[src/rtl/spi_frame_receiver.sv]
// -----------------------------------------------------------------------------
// spi_frame_receiver
//
// Front end of the SPI register path. The three asynchronous SPI pins are
// synchronized into the clk domain. Edges are detected on the synchronized
// sclk and ncs. Mode-0, MSB-first frames of 1 + ADDR_W + DATA_W bits are then
// deserialized. A well-formed frame is presented as {rw, addr, data} with a
// one-cycle frame_valid strobe. A frame that closes with the wrong bit count
// produces a one-cycle frame_err strobe instead, so the downstream register
// decoder never commits a partial write.
//
// Ports:
//   clk          system clock
//   rst_n        asynchronous active-low reset
//   sclk         SPI clock pin (asynchronous)
//   copi         SPI data-in pin (asynchronous)
//   ncs          SPI chip select pin, active low (asynchronous)
//   frame_valid  one-cycle pulse: complete well-formed frame on frame_*
//   frame_err    one-cycle pulse: frame closed with bit count != FRAME_BITS
//   frame_rw     frame MSB (1 = write, 0 = read)
//   frame_addr   address field of the last valid frame
//   frame_data   data field of the last valid frame
//   busy         high while a frame is in progress
// -----------------------------------------------------------------------------
module spi_frame_receiver #(
  parameter int SYNC_STAGES = 2,
  parameter int ADDR_W      = 7,
  parameter int DATA_W      = 8
) (
  input  logic              clk,
  input  logic              rst_n,
  input  logic              sclk,
  input  logic              copi,
  input  logic              ncs,
  output logic              frame_valid,
  output logic              frame_err,
  output logic              frame_rw,
  output logic [ADDR_W-1:0] frame_addr,
  output logic [DATA_W-1:0] frame_data,
  output logic              busy
);

  localparam int FRAME_BITS = 1 + ADDR_W + DATA_W;
  localparam int CNT_W      = $clog2(FRAME_BITS + 1);
  localparam logic [CNT_W-1:0] FRAME_CNT = CNT_W'(FRAME_BITS);

  typedef enum logic {
    IDLE  = 1'b0,
    SHIFT = 1'b1
  } state_t;

  // ---------------------------------------------------------------------------
  // Synchronizers and edge history
  // ---------------------------------------------------------------------------
  logic [SYNC_STAGES-1:0] sclk_sync, copi_sync, ncs_sync;
  logic                   sclk_hist, ncs_hist;
  logic                   sclk_s, copi_s, ncs_s;
  logic                   sclk_rise, ncs_rise, ncs_fall;

  // The ncs chain clears to 0 (not to the idle-high pin level). Reset released
  // with ncs already low then shows no falling edge, so a frame in progress is
  // never entered part-way. Reset released with ncs high shows a rising edge
  // in IDLE, which the state machine ignores.
  // NOTE: sequential state is written with non-blocking (<=) assignments only,
  // so every flop samples the pre-edge value of its neighbours.
  always_ff @(posedge clk or negedge rst_n) begin
    if (!rst_n) begin
      sclk_sync <= '0;
      copi_sync <= '0;
      ncs_sync  <= '0;
      sclk_hist <= 1'b0;
      ncs_hist  <= 1'b0;
    end else begin
      sclk_sync <= {sclk_sync[SYNC_STAGES-2:0], sclk};
      copi_sync <= {copi_sync[SYNC_STAGES-2:0], copi};
      ncs_sync  <= {ncs_sync[SYNC_STAGES-2:0], ncs};
      sclk_hist <= sclk_s;
      ncs_hist  <= ncs_s;
    end
  end

  assign sclk_s    = sclk_sync[SYNC_STAGES-1];
  assign copi_s    = copi_sync[SYNC_STAGES-1];
  assign ncs_s     = ncs_sync[SYNC_STAGES-1];
  assign sclk_rise = sclk_s & ~sclk_hist;
  assign ncs_rise  = ncs_s & ~ncs_hist;
  assign ncs_fall  = ~ncs_s & ncs_hist;

  // ---------------------------------------------------------------------------
  // Frame state machine and datapath
  // ---------------------------------------------------------------------------
  state_t                  state, state_next;
  logic [FRAME_BITS-1:0]   shift_reg, shift_next;
  logic [CNT_W-1:0]        bit_cnt, cnt_next;
  logic                    overrun, overrun_next;
  logic                    valid_next, err_next;
  logic                    rw_next;
  logic [ADDR_W-1:0]       addr_next;
  logic [DATA_W-1:0]       data_next;

  // NOTE: every signal driven here gets a default first, so no path through
  // the case statement can leave one unassigned and infer a latch.
  always_comb begin
    state_next   = state;
    shift_next   = shift_reg;
    cnt_next     = bit_cnt;
    overrun_next = overrun;
    valid_next   = 1'b0;
    err_next     = 1'b0;
    rw_next      = frame_rw;
    addr_next    = frame_addr;
    data_next    = frame_data;

    case (state)
      IDLE: begin
        // sclk activity with the chip deselected is ignored.
        if (ncs_fall) begin
          state_next   = SHIFT;
          shift_next   = '0;
          cnt_next     = '0;
          overrun_next = 1'b0;
        end
      end

      SHIFT: begin
        // ncs rise takes priority: an sclk rise seen in the same cycle is
        // dropped and neither shifts nor counts as an overrun.
        if (ncs_rise) begin
          state_next = IDLE;
          if (bit_cnt == FRAME_CNT && !overrun) begin
            valid_next = 1'b1;
            rw_next    = shift_reg[FRAME_BITS-1];
            addr_next  = shift_reg[FRAME_BITS-2 -: ADDR_W];
            data_next  = shift_reg[DATA_W-1:0];
          end else begin
            err_next = 1'b1;
          end
        end else if (sclk_rise) begin
          if (bit_cnt < FRAME_CNT) begin
            shift_next = {shift_reg[FRAME_BITS-2:0], copi_s};
            cnt_next   = bit_cnt + CNT_W'(1);
          end else begin
            // Extra clocks beyond a full frame freeze the data and poison it.
            overrun_next = 1'b1;
          end
        end
      end

      default: state_next = IDLE;
    endcase
  end

  // NOTE: the shift register and output fields are reset along with the
  // control state, so a reset mid-frame leaves no stale data behind.
  always_ff @(posedge clk or negedge rst_n) begin
    if (!rst_n) begin
      state       <= IDLE;
      shift_reg   <= '0;
      bit_cnt     <= '0;
      overrun     <= 1'b0;
      frame_valid <= 1'b0;
      frame_err   <= 1'b0;
      frame_rw    <= 1'b0;
      frame_addr  <= '0;
      frame_data  <= '0;
    end else begin
      state       <= state_next;
      shift_reg   <= shift_next;
      bit_cnt     <= cnt_next;
      overrun     <= overrun_next;
      frame_valid <= valid_next;
      frame_err   <= err_next;
      frame_rw    <= rw_next;
      frame_addr  <= addr_next;
      frame_data  <= data_next;
    end
  end

  assign busy = (state == SHIFT);

endmodule

[config.mk]
export PLATFORM = sky130hd
export DESIGN_NAME = spi_frame_receiver
export DESIGN_NICKNAME = d
export VERILOG_FILES = /design/src/rtl/spi_frame_receiver.sv
export SDC_FILE = /design/constraint.sdc
export NUM_CORES = 1
export LEC_CHECK = 0
export ABC_AREA = 1
export CORE_MARGIN = 4
export CORE_UTILIZATION = 40
export DETAILED_ROUTE_END_ITERATION = 8
export DONT_BUFFER_PORTS = 1
export PLACE_DENSITY_LB_ADDON = 0.2
export SETUP_SLACK_MARGIN = 0.05
export SYNTH_ARGS = -nofsm -noshare
export SYNTH_HDL_FRONTEND = slang
export SYNTH_SLANG_ARGS = --single-unit
[constraint.sdc]
create_clock -name clk -period 1.5 [get_ports clk]
set_clock_uncertainty 0.05 [all_clocks]
set_input_delay 0.15 -clock clk [delete_from_list [all_inputs] [get_ports clk]]
set_output_delay 0.15 -clock clk [all_outputs]
set_load 0.005 [all_outputs]
==> impl_metrics.tcl <==
set metrics [dict create \
    die_area_um2 6169 \
    gp_congestion 0.7775 \
    ys_seq_area_share_pct 61.60 \
    power_frac_seq_pct 53.7 \
    cts_tree "done" \
    path_max_fanout 6 \
    rrSetupSlack_ns 0.12 \
    portBuffers 0 \
    nets 234 \
    crit_type "reg2reg" \
    synth.ff_latch_count 49 \
    synth_flop_cell "dfrtp_1" \
    powerDensity_nw_per_um2 1171 \
    clkSinkCount 49 \
    pre_cts_slack_ns 0.1326 \
    wl_met1_mm 1.689 \
    yosysTopAreaCellShare_pct 61.60 \
    drive_gt1_share_pct 12.28 \
    syn2layout_area_growth_pct 14.46 \
    synthTopCellsByCount "nand2_1 (87), dfrtp_1 (49), nand3_1 (40)" \
    yosys_warnings 0 \
    cp_top_family "simple AND/OR/NAND/NOR gates" \
    fmax_mhz 724.5 \
    ir_worst_vdd_mv 0.4674 \
    path_buf_inv 2 \
    rows 25 \
    grt_remaining_overflow 0 \
    worstMarginPinSlew_ns 0.2429 \
    dr_wl_met3_um 188 \
    clk_pin_slew_ns 0.09 \
    yosysMostFrequentCell "nand2_1" \
    wirelength_mm 3.575 \
    cp_slowest_cell "dfrtp_1" \
    htree_levels 2 \
    largest_reg_flops 16 \
    p_sw_uw 643.4 \
    wl_met2_mm 1.675 \
    critPathCaptureType "flop" \
    grt_pass1_vias 1356 \
    ant_nets 0 \
    max_cap_violations 0 \
    numCtsBuffers 5 \
    cp.arrival_ns 1.57 \
    start_util_pct 41.59 \
    finalSetupTns_ns 0 \
    final_max_slew_viol_count 0 \
    die_w_um 78.55 \
    rsz0062_at_grt "yes" \
    coreArea_um2 4786 \
    drc 0 \
    via_count 1397 \
    io_pins 24 \
    clock_path_buffers 2 \
    grt_max_degree 50 \
    drt-initial-drc-count 73 \
    synth_area_um2 1991 \
    holdCritPathClass "reg2reg" \
    die_height_um 78.55 \
    worst_setup_path_start_kind "flop" \
    synth_nets 221 \
    synth_cell_type_count 19 \
    viasPerCell 4.736 \
    ys_top_cells_by_area "dfrtp_1 (62%), nand2_1 (16%), nand3_1 (10%)" \
    crit_chain "inv_1 -> ha_1 -> nand3_2 -> nor2_4 -> buf_4 -> nand3_1 -> nand2_1" \
    hold_viol_final 0 \
    routedWlPerCell_um 12.12 \
    p_total_mw 2.668 \
    p_int_mw 2.025 \
    synth_edf_count 0 \
    yosys.area.top_type "dfrtp_1" \
    syn_inst 214 \
    clockPowerShare_pct 36.3 \
    worstSkewPairLatency_ns 0.30 \
    first_pass_iters 4 \
    synthArstFlopShare_pct 100.0 \
    globalRouteTotalUtil_pct 13.11 \
    status "finished, final reports clean" \
    dr.max_layer_used "met4" \
    cts_root_buffer "clkbuf_8" \
    finalSetupViolations 0 \
    critPathRequiredTime_ns 1.69 \
    antenna_found_initial 0 \
    diodes 0 \
    leakage_nw 1.227 \
    slowest_delay_ns 0.41 \
    post-route-util_pct 47.61 \
    avgSynthCellArea_um2 9.302 \
    post-route-period-util_pct 92.01 \
    slew_headroom_pct 83.80 \
    p_comb_share_pct 9.9 \
    grt_pass1_wl_mm 6.375 \
    layout_setup_ws_ns 0.1198 \
    switching_share_pct 24.11 \
    dp_hpwl_mm 2.248 \
    finalCriticalPeriod_ns 1.380 \
]
[cells in the final DEF, fill, tap and decap left out]
| cell type | instances |
|---|---|
| ha_1 | 2 |
| nor2_1 | 4 |
| buf_16 | 1 |
| buf_4 | 8 |
| clkbuf_1 | 1 |
| dlygate4sd3_1 | 4 |
| nand3_2 | 1 |
| a21boi_0 | 1 |
| nand2_2 | 1 |
| nand2_1 | 87 |
| o21ai_0 | 2 |
| nor2_4 | 2 |
| inv_2 | 4 |
| clkbuf_8 | 6 |
| nand2_8 | 1 |
| bufinv_16 | 1 |
| a21oi_2 | 1 |
| buf_6 | 1 |
| nand3_1 | 40 |
| inv_1 | 9 |
| nand4_1 | 1 |
| dfrtp_1 | 49 |
| inv_4 | 1 |
[routing by layer]
| layer | up-vias | GRT usage [%] |
|---|---|---|
| li1 | 697 | - |
| met1 | 665 | 16.73 |
| met2 | 33 | 20.37 |
| met3 | 2 | 5.505 |
| met4 | 0 | 3.671 |
| met5 | - | 0 |
[timing repair]
item                       4_1_cts  5_1_grt
gates resized for setup          0        3
hold endpoints to repair        52        0
buffers inserted                 0        2
hold buffers                     5        0
setup endpoints to repair        0       17
[area by class of cell]
| cell class | count | area [um2] |
|---|---|---|
| fill | 471 | 2507 |
| sequential | 49 | 1226 |
| multi-input combinational | 143 | 658.1 |
| timing repair buffer | 14 | 138.9 |
| clock buffer | 7 | 86.33 |
| tap | 67 | 83.83 |
| inverter | 14 | 55.05 |
| clock inverter | 1 | 30.03 |
[final timing paths]
check                                            start                        end  cells past startpoint
worst max-delay path            bit_cnt[0]$_DFFE_PN0P_  frame_data[0]$_DFFE_PN0P_                      7
worst min-delay path            copi_sync[0]$_DFF_PN0_     copi_sync[1]$_DFF_PN0_                      0
worst max register to register  bit_cnt[0]$_DFFE_PN0P_  frame_data[0]$_DFFE_PN0P_                      7
worst min register to register  copi_sync[0]$_DFF_PN0_     copi_sync[1]$_DFF_PN0_                      0
max in group asynchronous                        rst_n        overrun$_DFFE_PN0P_                      2
min in group asynchronous                        rst_n       frame_rw$_DFFE_PN0P_                      2
[worst register-to-register path, stage by stage (launching register included)]
cell and delay (ns):
dfrtp_1 0.41, inv_1 0.08, ha_1 0.16, nand3_2 0.10, nor2_4 0.20, buf_4 0.18, nand3_1 0.07, nand2_1 0.07
[logic make-up after synthesis]
| family | after synthesis | share of synthesized area (%) |
|---|---|---|
| flip-flops | 49 | 61.60 |
| AND/OR/NAND/NOR | 137 | 30.04 |
| AO/OA/AOI/OAI | 4 | 1.320 |
| adder cells (fa/ha/maj) | 2 | 1.257 |
| buffers and inverters | 22 | 5.782 |
[power by group through the flow]
stage | registers [mW] | logic (mW) | clock network (mW)
2_1_floorplan | 1.45 | 0.164 | 0
3_3_place_gp | 1.46 | 0.193 | 0
6_report | 1.43 | 0.265 | 0.969
5_1_grt | 1.44 | 0.307 | 1.05
4_1_cts | 1.44 | 0.241 | 0.999
3_5_place_dp | 1.46 | 0.198 | 0
[metrics by stage]
stage	hold slack, ns	instances	cell area, um2
finish	0.3033	295	2278
detailed placement	-0.1943	280	2066
global route	0.3136	295	2278
global placement	-0.1946	280	2066
CTS	0.3014	293	2250
floorplan	-0.1956	214	1991
No activity file was read; power rests on OpenSTA's default activity.
